### config.mk
export PLATFORM = sky130hd
export DESIGN_NAME = entropy_reader
export DESIGN_NICKNAME = d
export VERILOG_FILES = /design/src/rtl/entropy_reader.sv
export SDC_FILE = /design/constraint.sdc
export NUM_CORES = 1
export LEC_CHECK = 0
export CORE_MARGIN = 1
export CORE_UTILIZATION = 54
export CTS_CLUSTER_SIZE = 28
export DETAILED_ROUTE_END_ITERATION = 10
export PLACE_DENSITY = 0.78
export SYNTH_ARGS = -nofsm -noshare
export SYNTH_HDL_FRONTEND = slang
export SYNTH_SLANG_ARGS = --single-unit
### constraint.sdc
create_clock -name clk -period 3.4 [get_ports clk]
set_input_delay 0.68 -clock clk [delete_from_list [all_inputs] [get_ports clk]]
set_output_delay 0.68 -clock clk [all_outputs]
set_load 0.01 [all_outputs]
### src/rtl/entropy_reader.sv
// entropy_reader: bus initiator for the entropy responder.
// It writes the ring-oscillator seed pair (rng1 at 0x00, rng2 at 0x01), then
// polls the p (0x11) and n (0x12) sample registers. Each pair is whitened by
// XOR, two 16-bit results are packed into a 32-bit word, and each word is
// delivered on a valid/ready stream.
module entropy_reader #(
  parameter int unsigned SAMPLE_DELAY = 4,
  parameter logic [7:0]  DEFAULT_SEED = 8'h55
) (
  input  logic        clk,
  input  logic        nreset,
  input  logic        enable,
  input  logic [7:0]  cfg_seed,
  input  logic        cfg_update,
  output logic        m_cs,
  output logic        m_we,
  output logic [7:0]  m_addr,
  output logic [15:0] m_dwrite,
  input  logic [15:0] m_dread,
  output logic [31:0] out_data,
  output logic        out_valid,
  input  logic        out_ready,
  output logic        busy,
  output logic [15:0] word_count
);

  typedef enum logic [2:0] {
    ST_WR1, ST_WR2, ST_IDLE, ST_WAIT, ST_RDP, ST_RDN, ST_FULL
  } state_t;

  localparam logic [7:0]  ADDR_RNG1  = 8'h00;
  localparam logic [7:0]  ADDR_RNG2  = 8'h01;
  localparam logic [7:0]  ADDR_P     = 8'h11;
  localparam logic [7:0]  ADDR_N     = 8'h12;
  localparam logic [15:0] DELAY_LAST = 16'(SAMPLE_DELAY - 1);

  state_t      state_q, state_d, post_state;
  logic [7:0]  seed_q, seed_d;
  logic        pending_q, pending_d;
  logic        half_q, half_d;
  logic [15:0] cnt_q, cnt_d;
  logic [15:0] p_q, p_d;
  logic [15:0] low_q, low_d;
  logic [31:0] held_q, held_d;
  logic        m_cs_q, m_cs_d;
  logic        m_we_q, m_we_d;
  logic [7:0]  m_addr_q, m_addr_d;
  logic [15:0] m_dwrite_q, m_dwrite_d;
  logic [31:0] out_data_q, out_data_d;
  logic        out_valid_q, out_valid_d;
  logic        busy_q, busy_d;
  logic [15:0] word_count_q, word_count_d;
  logic [15:0] result;
  logic        can_load;

  // Next-state, datapath and registered-output decode for the whole FSM.
  always_comb begin
    // NOTE: every signal gets a default first so no path through the case
    // leaves it unassigned, which would otherwise infer a latch.
    state_d      = state_q;
    seed_d       = seed_q;
    pending_d    = pending_q;
    half_d       = half_q;
    cnt_d        = cnt_q;
    p_d          = p_q;
    low_d        = low_q;
    held_d       = held_q;
    out_data_d   = out_data_q;
    out_valid_d  = out_valid_q & ~out_ready;
    word_count_d = word_count_q;
    result       = p_q ^ m_dread;
    can_load     = ~out_valid_q | out_ready;

    if (out_valid_q && out_ready) word_count_d = word_count_q + 16'd1;

    // Any seed request is latched at once; outside IDLE it is deferred.
    if (cfg_update) begin
      seed_d = cfg_seed;
      if (state_q != ST_IDLE) pending_d = 1'b1;
    end

    // Where to go after a word has been loaded into out_data.
    if (pending_d)   post_state = ST_WR1;
    else if (enable) post_state = ST_WAIT;
    else             post_state = ST_IDLE;

    case (state_q)
      // Right after reset the bus is still idle, so WR1 is driven first.
      ST_WR1:  if (m_cs_q) state_d = ST_WR2;
      ST_WR2:  state_d = ST_IDLE;
      ST_IDLE: begin
        if (cfg_update || pending_q) state_d = ST_WR1;
        else if (enable)             state_d = ST_WAIT;
      end
      ST_WAIT: begin
        if (!enable) begin
          state_d = ST_IDLE;
          half_d  = 1'b0;
        end else if (cnt_q == DELAY_LAST) begin
          state_d = ST_RDP;
        end else begin
          cnt_d = cnt_q + 16'd1;
        end
      end
      ST_RDP: begin
        p_d     = m_dread;
        state_d = ST_RDN;
      end
      ST_RDN: begin
        if (!half_q) begin
          low_d   = result;
          half_d  = 1'b1;
          state_d = ST_WAIT;
        end else begin
          half_d = 1'b0;
          if (can_load) begin
            out_data_d  = {result, low_q};
            out_valid_d = 1'b1;
            state_d     = post_state;
          end else begin
            held_d  = {result, low_q};
            state_d = ST_FULL;
          end
        end
      end
      ST_FULL: begin
        if (can_load) begin
          out_data_d  = held_q;
          out_valid_d = 1'b1;
          state_d     = post_state;
        end
      end
      default: state_d = ST_IDLE;
    endcase

    if (state_d == ST_WR1) pending_d = 1'b0;
    if (state_d == ST_WAIT && state_q != ST_WAIT) cnt_d = '0;

    // Bus outputs describe the access of the state being entered.
    m_cs_d     = 1'b0;
    m_we_d     = 1'b0;
    m_addr_d   = 8'h00;
    m_dwrite_d = 16'h0000;
    case (state_d)
      ST_WR1: begin
        m_cs_d = 1'b1; m_we_d = 1'b1; m_addr_d = ADDR_RNG1;
        m_dwrite_d = {seed_d, 8'h00};
      end
      ST_WR2: begin
        m_cs_d = 1'b1; m_we_d = 1'b1; m_addr_d = ADDR_RNG2;
        m_dwrite_d = {8'h00, ~seed_d};
      end
      ST_RDP:  begin m_cs_d = 1'b1; m_addr_d = ADDR_P; end
      ST_RDN:  begin m_cs_d = 1'b1; m_addr_d = ADDR_N; end
      default: ;
    endcase
    busy_d = (state_d != ST_IDLE);
  end

  // State and output registers with asynchronous active-low reset.
  always_ff @(posedge clk or negedge nreset) begin
    if (!nreset) begin
      state_q      <= ST_WR1;
      seed_q       <= DEFAULT_SEED;
      pending_q    <= 1'b0;
      half_q       <= 1'b0;
      cnt_q        <= '0;
      p_q          <= '0;
      low_q        <= '0;
      held_q       <= '0;
      m_cs_q       <= 1'b0;
      m_we_q       <= 1'b0;
      m_addr_q     <= '0;
      m_dwrite_q   <= '0;
      out_data_q   <= '0;
      out_valid_q  <= 1'b0;
      busy_q       <= 1'b1;
      word_count_q <= '0;
    end else begin
      // NOTE: non-blocking assignments so every flop samples pre-edge values.
      state_q      <= state_d;
      seed_q       <= seed_d;
      pending_q    <= pending_d;
      half_q       <= half_d;
      cnt_q        <= cnt_d;
      p_q          <= p_d;
      low_q        <= low_d;
      held_q       <= held_d;
      m_cs_q       <= m_cs_d;
      m_we_q       <= m_we_d;
      m_addr_q     <= m_addr_d;
      m_dwrite_q   <= m_dwrite_d;
      out_data_q   <= out_data_d;
      out_valid_q  <= out_valid_d;
      busy_q       <= busy_d;
      word_count_q <= word_count_d;
    end
  end

  assign m_cs       = m_cs_q;
  assign m_we       = m_we_q;
  assign m_addr     = m_addr_q;
  assign m_dwrite   = m_dwrite_q;
  assign out_data   = out_data_q;
  assign out_valid  = out_valid_q;
  assign busy       = busy_q;
  assign word_count = word_count_q;

endmodule
==> insert_results.sql <==
INSERT INTO impl_metrics (metric_group, metric, value, unit) VALUES
('detailed_routing', 'avg_wl_per_cell', '15.5', 'microns'),
('timing', 'fin_crit_sh', '69.8', '%'),
('floorplanning', 'number_of_core_rows', '41', ''),
('finish', 'finish.instance_area', '8680', 'sq um'),
('global_route', 'wire_length_of_the_first_global_routing_pass', '23.3', 'mm'),
('floorplanning', 'design.die.area', '13400', 'sq um'),
('power_and_ir_drop', 'clockPowerShare', '36.2', '%'),
('place', 'gp_congestion', '0.841', ''),
('clocking', 'cts-root-buf', 'sky130_fd_sc_hd__clkbuf_16', ''),
('critical_path', 'end_kind', 'flip-flop', ''),
('global_route', 'grt_pass1_vias', '4764', ''),
('floorplanning', 'chipWidth', '116', 'microns'),
('critical_path', 'timing.critical_path.from_type', 'primary input', ''),
('critical_path', 'critPathMaxFanout', '12', ''),
('critical_path', 'cp_cell_sequence', 'clkdlybuf4s50_1 -> nor2_1 -> o21a_1 -> o211ai_2 -> nand4_4 -> o21a_1', ''),
('finish', 'register_area', '4110', 'sq um'),
('yosys', 'ys.warnings.count', '0', ''),
('clocking', 'numCtsBuffers', '17', ''),
('global_route', 'largest_net_degree_at_the_start_of_global_routing', '83', ''),
('clocking', 'depth_of_the_cts_h_tree', '4', ''),
('power_and_ir_drop', 'irDropWorstVdd', '0.488', 'mV'),
('power_and_ir_drop', 'power.share.combinational', '18.5', '%'),
('power_and_ir_drop', 'power.leakage', '3.96', 'nW'),
('power_and_ir_drop', 'design_power_total', '5.08', 'mW'),
('detailed_routing', 'route.detailed.drc', '0', ''),
('timing', 'max_clock_freq', '421', 'MHz'),
('clocking', 'cts_post_setup_buffers_inserted', '0', ''),
('critical_path', 'worst_setup_path_start', 'cfg_update', ''),
('critical_path', 'cp_data_arrival_time', '2.68', 'ns'),
('detailed_routing', 'detail_route.vias_per_cell', '5.32', ''),
('floorplanning', 'initial_utilization', '55.2', '%'),
('place', 'buffer_ports.inserted', '99', ''),
('hold_path', 'min-delay-path-class', 'in -> async', ''),
('timing', 'final-hold-violation-count', '0', ''),
('finish', 'final_layout_size_suffix_gt1_share', '14.2', '%'),
('timing', 'worst_clock_skew', '0.00705', 'ns'),
('clocking', 'clock_sink_count', '164', ''),
('clocking', 'clockBufferDepth', '2', ''),
('timing', 'timing.max_slew.rel_slack', '32.4', '%'),
('yosys', 'ys.flop_type', 'sky130_fd_sc_hd__dfrtp_1', ''),
('critical_path', 'path_class', 'in -> reg', ''),
('floorplanning', 'chipHeight', '116', 'microns'),
('yosys', 'syn-instance-count', '614', ''),
('job', 'drv_cap', '0', ''),
('yosys', 'synth_top_area_share', '57.1', '%'),
('detailed_routing', 'dr_total_vias', '4772', ''),
('floorplanning', 'fp.coreArea', '12600', 'sq um'),
('run_status', 'status', 'completed', ''),
('timing', 'finalWorstPathRequiredPeriod', '2.37', 'ns'),
('timing', 'timing.final.max_slew_violations', '0', ''),
('timing', 'rsz0062_at_grt', 'false', ''),
('finish', 'num-nets-final', '743', ''),
('yosys', 'syn_area_per_cell', '11.3', 'sq um'),
('timing', 'finalSetupTns', '0', 'ns'),
('detailed_routing', 'wirelength', '13.9', 'mm'),
('clocking', 'cts_tree', 'done', ''),
('place', 'placedInstanceArea', '8100', 'sq um'),
('yosys', 'synthDominantAreaCellType', 'sky130_fd_sc_hd__dfrtp_1', ''),
('yosys', 'yosysUniqueCellTypes', '56', ''),
('clocking', 'cts_hold_buf', '0', ''),
('critical_path', 'r2r-start', 'state_q[0]', ''),
('finish', 'antennaDiodeCount', '0', ''),
('yosys', 'mappedNetlistArea', '6970', 'sq um'),
('yosys', 'postSynthRegisterBits', '164', ''),
('place', 'hpwl', '9.30', 'mm'),
('power_and_ir_drop', 'switching_share_of_total_power', '26.9', '%'),
('critical_path', 'path_delay_family', 'buffers and inverters', ''),
('critical_path', 'cpPeakStageDelay', '0.80', 'ns'),
('detailed_routing', 'detailedRoute.firstIterationViolations', '262', ''),
('clocking', 'clkSlewWorstSetupHoldPaths', '0.06', 'ns'),
('critical_path', 'crit_slowest_cell', 'sky130_fd_sc_hd__clkdlybuf4s50_1', '');
[per-stage QoR]
stage	setup WS [ns]	hold WS (ns)	utilization, %	instances
4_1_cts	1.04	0.330	68.7	897
5_1_grt	0.918	0.365	68.7	897
3_3_place_gp	0.721	0.457	64.2	865
3_5_place_dp	0.632	0.470	64.2	865
6_report	1.03	0.314	68.7	897
2_1_floorplan	1.65	0.384	-	618
[cell families (layout without fill, tap and decap cells)]
logic type      after synthesis  count (layout)  share of synthesized area (%)
simple gates                203             203                           14.5
flops                       164             164                           59.0
compound gates              107             107                           8.83
mux                          57              57                           8.92
xor+xnor                     43              43                           5.40
buf+inv                      37             144                           2.91
fa+ha+maj                     2               2                          0.359
other cells                   1               5                         0.0538
[power groups by stage]
| stage | logic, mW | clock network (mW) | registers [mW] |
|---|---|---|---|
| floorplan | 0.474 | 0 | 2.34 |
| global placement | 0.909 | 0 | 2.33 |
| detailed placement | 0.934 | 0 | 2.33 |
| CTS | 0.951 | 1.87 | 2.30 |
| global route | 1.02 | 1.96 | 2.32 |
| finish | 0.942 | 1.84 | 2.30 |
[flip-flops by register name, indices dropped and copies added, names as in the netlist]
| register | count |
|---|---|
| busy | 1 |
| cnt_q | 16 |
| half_q | 1 |
| held_q | 32 |
| low_q | 16 |
| m_addr | 3 |
| m_cs | 1 |
| m_dwrite | 16 |
| m_we | 1 |
| out_data | 32 |
| out_valid | 1 |
| p_q | 16 |
| pending_q | 1 |
| seed_q | 8 |
| state_q | 3 |
| word_count | 16 |
[cells in the mapped netlist (2+ instances only)]
| library cell | count |
|---|---|
| sky130_fd_sc_hd__dfstp_2 | 5 |
| sky130_fd_sc_hd__nor2b_1 | 11 |
| sky130_fd_sc_hd__and4_1 | 2 |
| sky130_fd_sc_hd__buf_4 | 14 |
| sky130_fd_sc_hd__dfrtp_1 | 159 |
| sky130_fd_sc_hd__nand4_1 | 11 |
| sky130_fd_sc_hd__nand2b_1 | 5 |
| sky130_fd_sc_hd__buf_2 | 9 |
| sky130_fd_sc_hd__mux2i_1 | 16 |
| sky130_fd_sc_hd__o211ai_1 | 2 |
| sky130_fd_sc_hd__clkbuf_1 | 9 |
| sky130_fd_sc_hd__o21a_1 | 2 |
| sky130_fd_sc_hd__nand2_2 | 2 |
| sky130_fd_sc_hd__nor3_1 | 3 |
| sky130_fd_sc_hd__and3_1 | 5 |
| sky130_fd_sc_hd__xor2_1 | 12 |
| sky130_fd_sc_hd__ha_1 | 2 |
| sky130_fd_sc_hd__mux2_2 | 41 |
| sky130_fd_sc_hd__xnor2_1 | 31 |
| sky130_fd_sc_hd__nand2_1 | 71 |
| sky130_fd_sc_hd__o21ai_0 | 54 |
| sky130_fd_sc_hd__nor4_1 | 3 |
| sky130_fd_sc_hd__nor2_1 | 60 |
| sky130_fd_sc_hd__nand3_1 | 13 |
| sky130_fd_sc_hd__a21oi_1 | 37 |
| sky130_fd_sc_hd__inv_1 | 5 |
[per-layer routing]
layer,vias up,wire (microns),GRT usage [%]
met5,-,0,0
met4,0,345,9.61
met3,28,502,4.34
met2,104,6870,36.8
met1,2364,6160,30.4
li1,2276,-,-
[path summary, 6_finish.rpt]
check                          endpoint  depth (start not counted)  slack, ns
min                            low_q[2]                          1       0.31
max                           pending_q                          6       1.03
min reg2reg                out_data[11]                          2       0.48
max in group asynchronous  out_data[28]                          2       2.29
min in group clk           out_data[11]                          2       0.48
max reg2reg                 out_data[5]                          4       1.10
[area by class of cell]
type | instances | area share [%]
clock buffers | 23 | 5.39
clock inverters | 9 | 1.21
inverters | 5 | 0.216
multi-input cells | 417 | 31.0
flip-flops and latches | 164 | 47.4
well taps | 172 | 2.48
repair buffers | 107 | 12.3
[worst register-to-register path, delay by kind of cell, from the launching register on]
family             cells  cell delay [ns]
muxes                  1             0.37
AOI/OAI and AO/OA      1             0.12
and+or+nand+nor        2             1.01
DFF                    1             0.66
Note: power is estimated with default switching activity, not from simulation.
